===== config.mk =====
export PLATFORM = sky130hd
export DESIGN_NAME = dataflow_out_buffer
export DESIGN_NICKNAME = d
export VERILOG_FILES = /design/src/rtl/dataflow_pkg.sv /design/src/rtl/dataflow_fifo_mem.sv /design/src/rtl/dataflow_out_buffer.sv
export SDC_FILE = /design/constraint.sdc
export NUM_CORES = 1
export LEC_CHECK = 0
export CAP_MARGIN = 20
export CORE_MARGIN = 2
export CORE_UTILIZATION = 52
export CTS_CLUSTER_DIAMETER = 200
export CTS_CLUSTER_SIZE = 12
export DETAILED_ROUTE_END_ITERATION = 8
export PLACE_DENSITY = 0.76
export SETUP_SLACK_MARGIN = 0.3
export SLEW_MARGIN = 20
export SYNTH_ARGS = -nofsm -noshare
export SYNTH_HDL_FRONTEND = slang
export SYNTH_SLANG_ARGS = --single-unit
export TNS_END_PERCENT = 100

===== constraint.sdc =====
create_clock -name clk -period 2.2 [get_ports clk]
set_input_delay 0.44 -clock clk [delete_from_list [all_inputs] [get_ports clk]]
set_output_delay 0.44 -clock clk [all_outputs]
set_load 0.05 [all_outputs]

===== src/rtl/dataflow_pkg.sv =====
// Shared types and constants for the dataflow stage and its output buffer.
package dataflow_pkg;
    localparam int DATA_W = 8;
    typedef logic [DATA_W-1:0] data_t;
    localparam data_t DROP_CNT_MAX = 8'hFF;
endpackage


===== src/rtl/dataflow_fifo_mem.sv =====
// DEPTH x data_t storage: one synchronous write port, one asynchronous read port, no reset.
module dataflow_fifo_mem
    import dataflow_pkg::*;
#(
    parameter int DEPTH = 4
) (
    input  logic                     clk,
    input  logic                     we,
    input  logic [$clog2(DEPTH)-1:0] waddr,
    input  data_t                    wdata,
    input  logic [$clog2(DEPTH)-1:0] raddr,
    output data_t                    rdata
);
    data_t mem [DEPTH];

    always_ff @(posedge clk) begin
        if (we) begin
            mem[waddr] <= wdata;
        end
    end

    assign rdata = mem[raddr];
endmodule


===== src/rtl/dataflow_out_buffer.sv =====
// Elastic FIFO buffer re-presenting the dataflow result stream on valid/ready; overflow drops are counted.
// Optional popped-byte checksum is enabled by DATAFLOW_OUT_BUFFER_CSUM_EN.
module dataflow_out_buffer
    import dataflow_pkg::*;
#(
    parameter int DEPTH     = 4,
    parameter int AF_THRESH = 3
) (
    input  logic                       clk,
    input  logic                       rst,
    input  logic                       in_valid,
    input  data_t                      in_data,
    output logic                       out_valid,
    input  logic                       out_ready,
    output data_t                      out_data,
    output logic [$clog2(DEPTH+1)-1:0] level,
    output logic                       almost_full,
    output data_t                      drop_cnt
`ifdef DATAFLOW_OUT_BUFFER_CSUM_EN
    ,
    input  logic                       csum_clr,
    output data_t                      csum
`endif
);
    localparam int AW = $clog2(DEPTH);
    localparam int LW = $clog2(DEPTH+1);

    logic [AW-1:0] wr_ptr;
    logic [AW-1:0] rd_ptr;
    logic          push;
    logic          pop;
    logic          drop;
    data_t         rd_data;

    assign out_valid   = (level != '0);
    assign pop         = out_valid & out_ready;
    // A pop in the same cycle frees a slot, so a full buffer still accepts.
    assign push        = in_valid & ((level < LW'(DEPTH)) | pop);
    assign drop        = in_valid & ~push;
    assign almost_full = (level >= LW'(AF_THRESH));
    assign out_data    = out_valid ? rd_data : '0;

    dataflow_fifo_mem #(
        .DEPTH(DEPTH)
    ) u_mem (
        .clk   (clk),
        .we    (push),
        .waddr (wr_ptr),
        .wdata (in_data),
        .raddr (rd_ptr),
        .rdata (rd_data)
    );

    always_ff @(posedge clk or posedge rst) begin
        if (rst) begin
            wr_ptr   <= '0;
            rd_ptr   <= '0;
            level    <= '0;
            drop_cnt <= '0;
        end else begin
            if (push) begin
                wr_ptr <= wr_ptr + AW'(1);
            end
            if (pop) begin
                rd_ptr <= rd_ptr + AW'(1);
            end
            case ({push, pop})
                2'b10:   level <= level + LW'(1);
                2'b01:   level <= level - LW'(1);
                default: level <= level;
            endcase
            if (drop && (drop_cnt != DROP_CNT_MAX)) begin
                drop_cnt <= drop_cnt + 8'd1;
            end
        end
    end

`ifdef DATAFLOW_OUT_BUFFER_CSUM_EN
    always_ff @(posedge clk or posedge rst) begin
        if (rst) begin
            csum <= '0;
        end else if (csum_clr) begin
            csum <= pop ? out_data : '0;
        end else if (pop) begin
            csum <= csum + out_data;
        end
    end
`endif
endmodule


# Yosys cells after proc, flatten, opt, wreduce, memory -nomap -nowiden
# Memory sizes are Yosys's and may differ from the RTL's.
# Cells that the tools add are included.
[totals] mem_bits_rw=32 romBits=0 latch_bits=0 in_bits=12 reg_bits=15 n_memories=1 word_cells=27
[memory_table] memory="u_mem.mem" words=4 width=8 read_ports=1 rd_ports_with_merged_regs=0 write_ports=1 line_no="dataflow_fifo_mem.sv:14" source="data_t mem [DEPTH];"
[classes] reduce_logical=3 n_shift=0 order_cmp=2 eq_ne=3 bitwise=5 muxes=4 add_sub_neg=5 n_div=0 n_mul=0
[ops] cell="$add 8x1->8 const B" n=1
[ops] cell="$mux 8" n=1
[ops] cell="$ne 8x8->1 const B" n=1
[ops] cell="$pmux 3 s2" n=1
[ops] cell="$add 2x1->2 const B" n=2
[ops] cell="$add 3x1->3 const B" n=1
[ops] cell="$and 1x1->1" n=3
[ops] cell="$ge 3x2->1 const B" n=1
[ops] cell="$lt 3x3->1 const B" n=1
[ops] cell="$reduce_bool 3->1" n=1
[ops] cell="$sub 3x1->3 const B" n=1
[ops] cell="$eq 2x1->1 const B" n=1
[ops] cell="$eq 2x2->1 const B" n=1
[ops] cell="$mux 1" n=2
[ops] cell="$reduce_bool 2->1" n=1
[ops] cell="$logic_and 1x1->1" n=1
[ops] cell="$not 1->1" n=1
[ops] cell="$or 1x1->1" n=1

# Depth between registers and ports, before layout
[depth] word_depth=7 ltp_mapped=9

# By module
# Synthesis repeated with hierarchy kept, for this count alone.
[unflattened] cells_unflattened=125 area_unflattened_um2=2059.5
[by_module_without_submodules] module="dataflow_fifo_mem" area_per_inst_um2=1188.6 instances=1 cells_each=46
[by_module_without_submodules] module="dataflow_out_buffer" area_per_inst_um2=870.8 instances=1 cells_each=79

# Worst setup path after synthesis
# Ideal clock, no wire load.
[synth_timing] path_kind="register to register" from="register level[2]" to="register level[2]" arrival_ns=2.323 period_less_slack_ns=2.406 required_time_ns=2.117 setup_slack_ns=-0.206 stages_incl_launch_ff=10 cell_sequence="dfrtp_1 > or3_1 > buf_2 > and2_4 > ha_1 > inv_1 > fa_1 > xor2_1 > nor2_1 > xor2_1"
[synth_between] elab_chain_cells=6
[synth_rtl] element="start, declared" line_no="dataflow_out_buffer.sv:16" source="output logic [$clog2(DEPTH+1)-1:0] level,"
[synth_rtl] element="start signal, assigned" line_no="dataflow_out_buffer.sv:68" source="2'b10: level <= level + LW'(1);"
[synth_rtl] element="start signal, assigned" line_no="dataflow_out_buffer.sv:69" source="2'b01: level <= level - LW'(1);"
[synth_rtl] element="start signal, assigned" line_no="dataflow_out_buffer.sv:70" source="default: level <= level;"
[synth_rtl] element="$reduce_bool 3->1 (*)" line_no="dataflow_out_buffer.sv:35" source="assign out_valid = (level != '0);"
[synth_rtl] element="named net out_valid" line_no="dataflow_out_buffer.sv:13" source="output logic out_valid,"
[synth_rtl] element="$and 1x1->1 (*)" line_no="dataflow_out_buffer.sv:36" source="assign pop = out_valid & out_ready;"
[synth_rtl] element="named net pop" line_no="dataflow_out_buffer.sv:31" source="logic pop;"
[synth_rtl] element="$or 1x1->1" line_no="dataflow_out_buffer.sv:38" source="assign push = in_valid & ((level < LW'(DEPTH)) | pop);"
[synth_rtl] element="$and 1x1->1" line_no="dataflow_out_buffer.sv:38"
[synth_rtl] element="$eq 2x1->1 / $eq 2x2->1 (equally long branches)" line_no="dataflow_out_buffer.sv:67" source="case ({push, pop})"
[synth_rtl] element="$pmux 3 s2 / $reduce_bool 2->1 (equally long branches)"
# The timed path passes the listed nets; every way through them passes the cells marked *.
# A chain may end at the register's enable or synchronous reset.

# Worst setup path in the final report
[layout_timing] from="register level[0]" to="output out_data[4]"
[layout_between] elab_chain_cells=2
[layout_rtl] element="$reduce_bool 3->1" line_no="dataflow_out_buffer.sv:35"
[layout_rtl] element="$mux 8" line_no="dataflow_out_buffer.sv:41" source="assign out_data = out_valid ? rd_data : '0;"
[layout_rtl] element="end, declared" line_no="dataflow_out_buffer.sv:15" source="output data_t out_data,"
# No other way between the ends.

==> flow_metrics.env <==
export IMPL_busiest_layer="met2"
export IMPL_diodes=0
export IMPL_outcome="finished, final reports clean"
export IMPL_hpwl_um=2680
export IMPL_finalMaxSlewViolations=0
export IMPL_crit_fanout=4
export IMPL_drtAntennaViolNets=0
export IMPL_rows=22
export IMPL_maxCapViolCount=0
export IMPL_multi_input_area_um2=717
export IMPL_port_buffers=32
export IMPL_avgSynthCellArea_um2=16.1
export IMPL_rsz0062_at_grt="yes"
export IMPL_path_buf_inv=2
export IMPL_die_w_um=66.7
export IMPL_wl_per_cell_um=17.5
export IMPL_antenna_found_initial=0
export IMPL_critPathTopFamily="simple AND/OR/NAND/NOR gates"
export IMPL_netlist_area_mm2=0.00204
export IMPL_crit_arrival_ns=1.64
export IMPL_preCtsSetupSlack_ns=-0.111
export IMPL_setup_viol=0
export IMPL_routed_wl_um=3990
export IMPL_ys_seq_area_share_pct=65.4
export IMPL_setup_tns_ns=0
export IMPL_end_kind="output port"
export IMPL_r2r_cells=11
export IMPL_cp_start_kind="flip-flop"
export IMPL_grt_pass1_vias=1321
export IMPL_track_usage_pct=20.5
export IMPL_synth_cells=127
export IMPL_cp_slowest_cell="dfrtp_2"
export IMPL_globalplace_congestion=0.721
export IMPL_grt_overflow=0
export IMPL_met2_usage_pct=33.9
export IMPL_synth_nets=146
export IMPL_fillers=249
export IMPL_cts_sinks=47
export IMPL_regToRegEndpoint="level[2]$_DFFE_PP0P_"
export IMPL_clockBufferDepth=2
export IMPL_area_delta_synth_final_pct=34.7
export IMPL_vias=1231
export IMPL_grtUsageMet1_pct=26.2
export IMPL_drtIter0Drc=91
export IMPL_p_leak_nw=1.14
export IMPL_hold_violations=0
export IMPL_numCtsBuffers=5
export IMPL_fin_crit_ns=2.08
export IMPL_tritoncts="done"
export IMPL_hp_class="in -> async"
export IMPL_grt_pass1_wl_um=6360
export IMPL_seqCellArea_mm2=0.00134
export IMPL_cp_data_required_time_ns=1.76
export IMPL_skew_ns=0.00511
export IMPL_clock_fmax_mhz=481
export IMPL_grt_met3_usage_pct=4.22
export IMPL_yosys_warnings=0
export IMPL_die_y_um=66.7
export IMPL_core_area_mm2=0.00372
export IMPL_ios=33
export IMPL_reg2reg_from="level[2]$_DFFE_PP0P_"
export IMPL_nNetsFinal=198
export IMPL_r2r_slack_ns=0.27
export IMPL_slew_limit_headroom_pct=61.1
export IMPL_start_util_pct=55.0
export IMPL_p_total_w=0.00435
export IMPL_synth_seq_cells=47
export IMPL_drtPass1Iterations=4
export IMPL_hold_buffers=0
export IMPL_path_cells="or3_4 -> clkbuf_16 -> and2_4 -> buf_8"
export IMPL_worstMarginPinSlew_ns=0.582
export IMPL_fin_crit_sh_pct=94.5
export IMPL_dieArea_mm2=0.00445
export IMPL_p_per_area_mw_per_mm2=1580
export IMPL_clk_pin_slew_ns=0.08
export IMPL_drive_gt1_share_pct=37.8
export IMPL_vdd_drop_max_mv=0.687
export IMPL_yosysUniqueCellTypes=32
export IMPL_cts_root_buffer="clkbuf_8"
export IMPL_via_per_inst=5.40
export IMPL_cpPeakStageDelay_ns=0.44
export IMPL_criticalPathCategory="reg -> out"
export IMPL_h_tree_depth=2
export IMPL_grt_max_degree=16
export IMPL_clock_latency_ns=0.30
export IMPL_setup_ws_ns=0.121
export IMPL_drc=0
==> stage by stage <==
stage	cell area (um2)	hold slack, ns	util [%]	cells
after detailed placement	2470	0.526	66.4	212
after global routing	2750	0.577	74.0	228
after CTS	2690	0.518	72.3	224
final	2750	0.488	74.0	228
after floorplan	2070	0.341	-	127
after global placement	2470	0.494	66.4	212
==> repair_timing <==
item                                    CTS  global route
hold endpoints to repair                  0             0
pin swaps                                 9             3
cloned                                    0             1
endpoints found under the setup margin   23            11
resized for setup                        42             8
setup buffers                             4             3
==> kinds of logic (layout without fill, tap and decap cells) <==
family / after synthesis / after routing / share of synthesized area (%)
flip-flops: 47 / 47 / 65.4
AND/OR/NAND/NOR: 38 / 38 / 11.5
multiplexers: 13 / 13 / 11.7
buffers and inverters: 10 / 63 / 1.96
XOR/XNOR: 9 / 9 / 3.86
adder cells (fa/ha/maj): 7 / 7 / 4.65
AO/OA/AOI/OAI: 3 / 3 / 0.918
==> registers in the layout, summed over array words and instances, names as in the netlist <==
signal and cells:
wr_ptr 2, level 3, u_mem.mem 32, drop_cnt 8, rd_ptr 2
==> layout by cell type, fill, tap and decap left out, types with 2 or more instances in the layout <==
cell type,count
edfxtp_1,32
dfrtp_1,12
dlygate4sd2_1,12
and2_4,11
clkdlybuf4s50_1,10
buf_4,10
buf_8,9
mux4_2,8
xnor2_1,6
nand2_1,6
inv_1,5
ha_1,5
clkbuf_8,5
buf_6,5
and3_1,4
xor2_1,3
mux2_2,3
nor2_1,3
dfrtp_2,3
nand4_1,2
nand2b_1,2
inv_2,2
clkbuf_1,2
==> layout make-up <==
| cell class | count | share of cell area, % |
|---|---|---|
| well taps | 48 | 2.18 |
| multi-input cells | 70 | 26.1 |
| clock inverters | 1 | 1.09 |
| clock buffers | 7 | 2.77 |
| repair buffers | 48 | 18.2 |
| flip-flops and latches | 47 | 48.7 |
| inverters | 7 | 0.955 |
==> cell usage after synthesis <==
| master | instances | area (um2) |
|---|---|---|
| buf_2 | 2 | 10.0 |
| and4_1 | 1 | 8.76 |
| ha_1 | 6 | 75.1 |
| nand4_2 | 1 | 12.5 |
| a21o_2 | 1 | 8.76 |
| nand2_2 | 1 | 6.26 |
| and3b_1 | 1 | 8.76 |
| and2_4 | 2 | 17.5 |
| edfxtp_1 | 32 | 961 |
| inv_1 | 7 | 26.3 |
| nor3_1 | 1 | 5.00 |
| mux4_2 | 8 | 180 |
| or3_1 | 1 | 6.26 |
| mux2_2 | 3 | 33.8 |
| and2_1 | 9 | 56.3 |
| a21oi_1 | 1 | 5.00 |
| mux2_4 | 1 | 15.0 |
| nand3_1 | 1 | 5.00 |
| clkbuf_1 | 1 | 3.75 |
| fa_1 | 1 | 20.0 |
| nand2_1 | 6 | 22.5 |
| dfrtp_1 | 15 | 375 |
| xor2_1 | 3 | 26.3 |
| mux2i_1 | 1 | 10.0 |
| nand4_1 | 2 | 12.5 |
| or2b_2 | 1 | 8.76 |
| o21ai_1 | 1 | 5.00 |
| xnor2_1 | 6 | 52.6 |
| nand2b_1 | 3 | 18.8 |
| and3_1 | 4 | 25.0 |
| nor2_1 | 3 | 11.3 |
| and4b_1 | 1 | 10.0 |
==> worst reg2reg max path, cell delays in order (launching register included) <==
cell	delay, ns
dfrtp_2	0.39
buf_4	0.11
buf_6	0.10
nand2b_4	0.05
and2_4	0.15
inv_2	0.06
ha_4	0.14
inv_2	0.04
fa_2	0.35
xor2_1	0.16
nor2_1	0.14
xor2_1	0.17
==> power breakdown <==
part | total, W | switching [W] | internal [W]
combinational | 0.00238 | 0.00130 | 0.00108
sequential | 0.00136 | 0.000180 | 0.00117
clock | 0.000615 | 0.000275 | 0.000340
total | 0.00435 | 0.00176 | 0.00260
==> metal layers <==
| layer | part of all wire [%] | vias to the layer above |
|---|---|---|
| li1 | - | 566 |
| met1 | 41 | 620 |
| met2 | 51 | 38 |
| met3 | 5.3 | 7 |
| met4 | 1.8 | 0 |
| met5 | 0 | - |
==> worst max-delay path by stage <==
stage / from / end / slack, ns / cells past startpoint
5_1_grt: rd_ptr[0]$_DFFE_PP0P_ / out_data[4] / 0.07 / 4
3_5_place_dp: out_ready / level[2]$_DFFE_PP0P_ / -0.11 / 10
3_3_place_gp: out_ready / level[2]$_DFFE_PP0P_ / -0.06 / 10
6_report: level[0]$_DFFE_PP0P_ / out_data[4] / 0.12 / 4
4_1_cts: rd_ptr[0]$_DFFE_PP0P_ / out_data[3] / 0.11 / 4
2_1_floorplan: level[2]$_DFFE_PP0P_ / level[2]$_DFFE_PP0P_ / 0.10 / 9
Power figures use the tool's default switching activity.
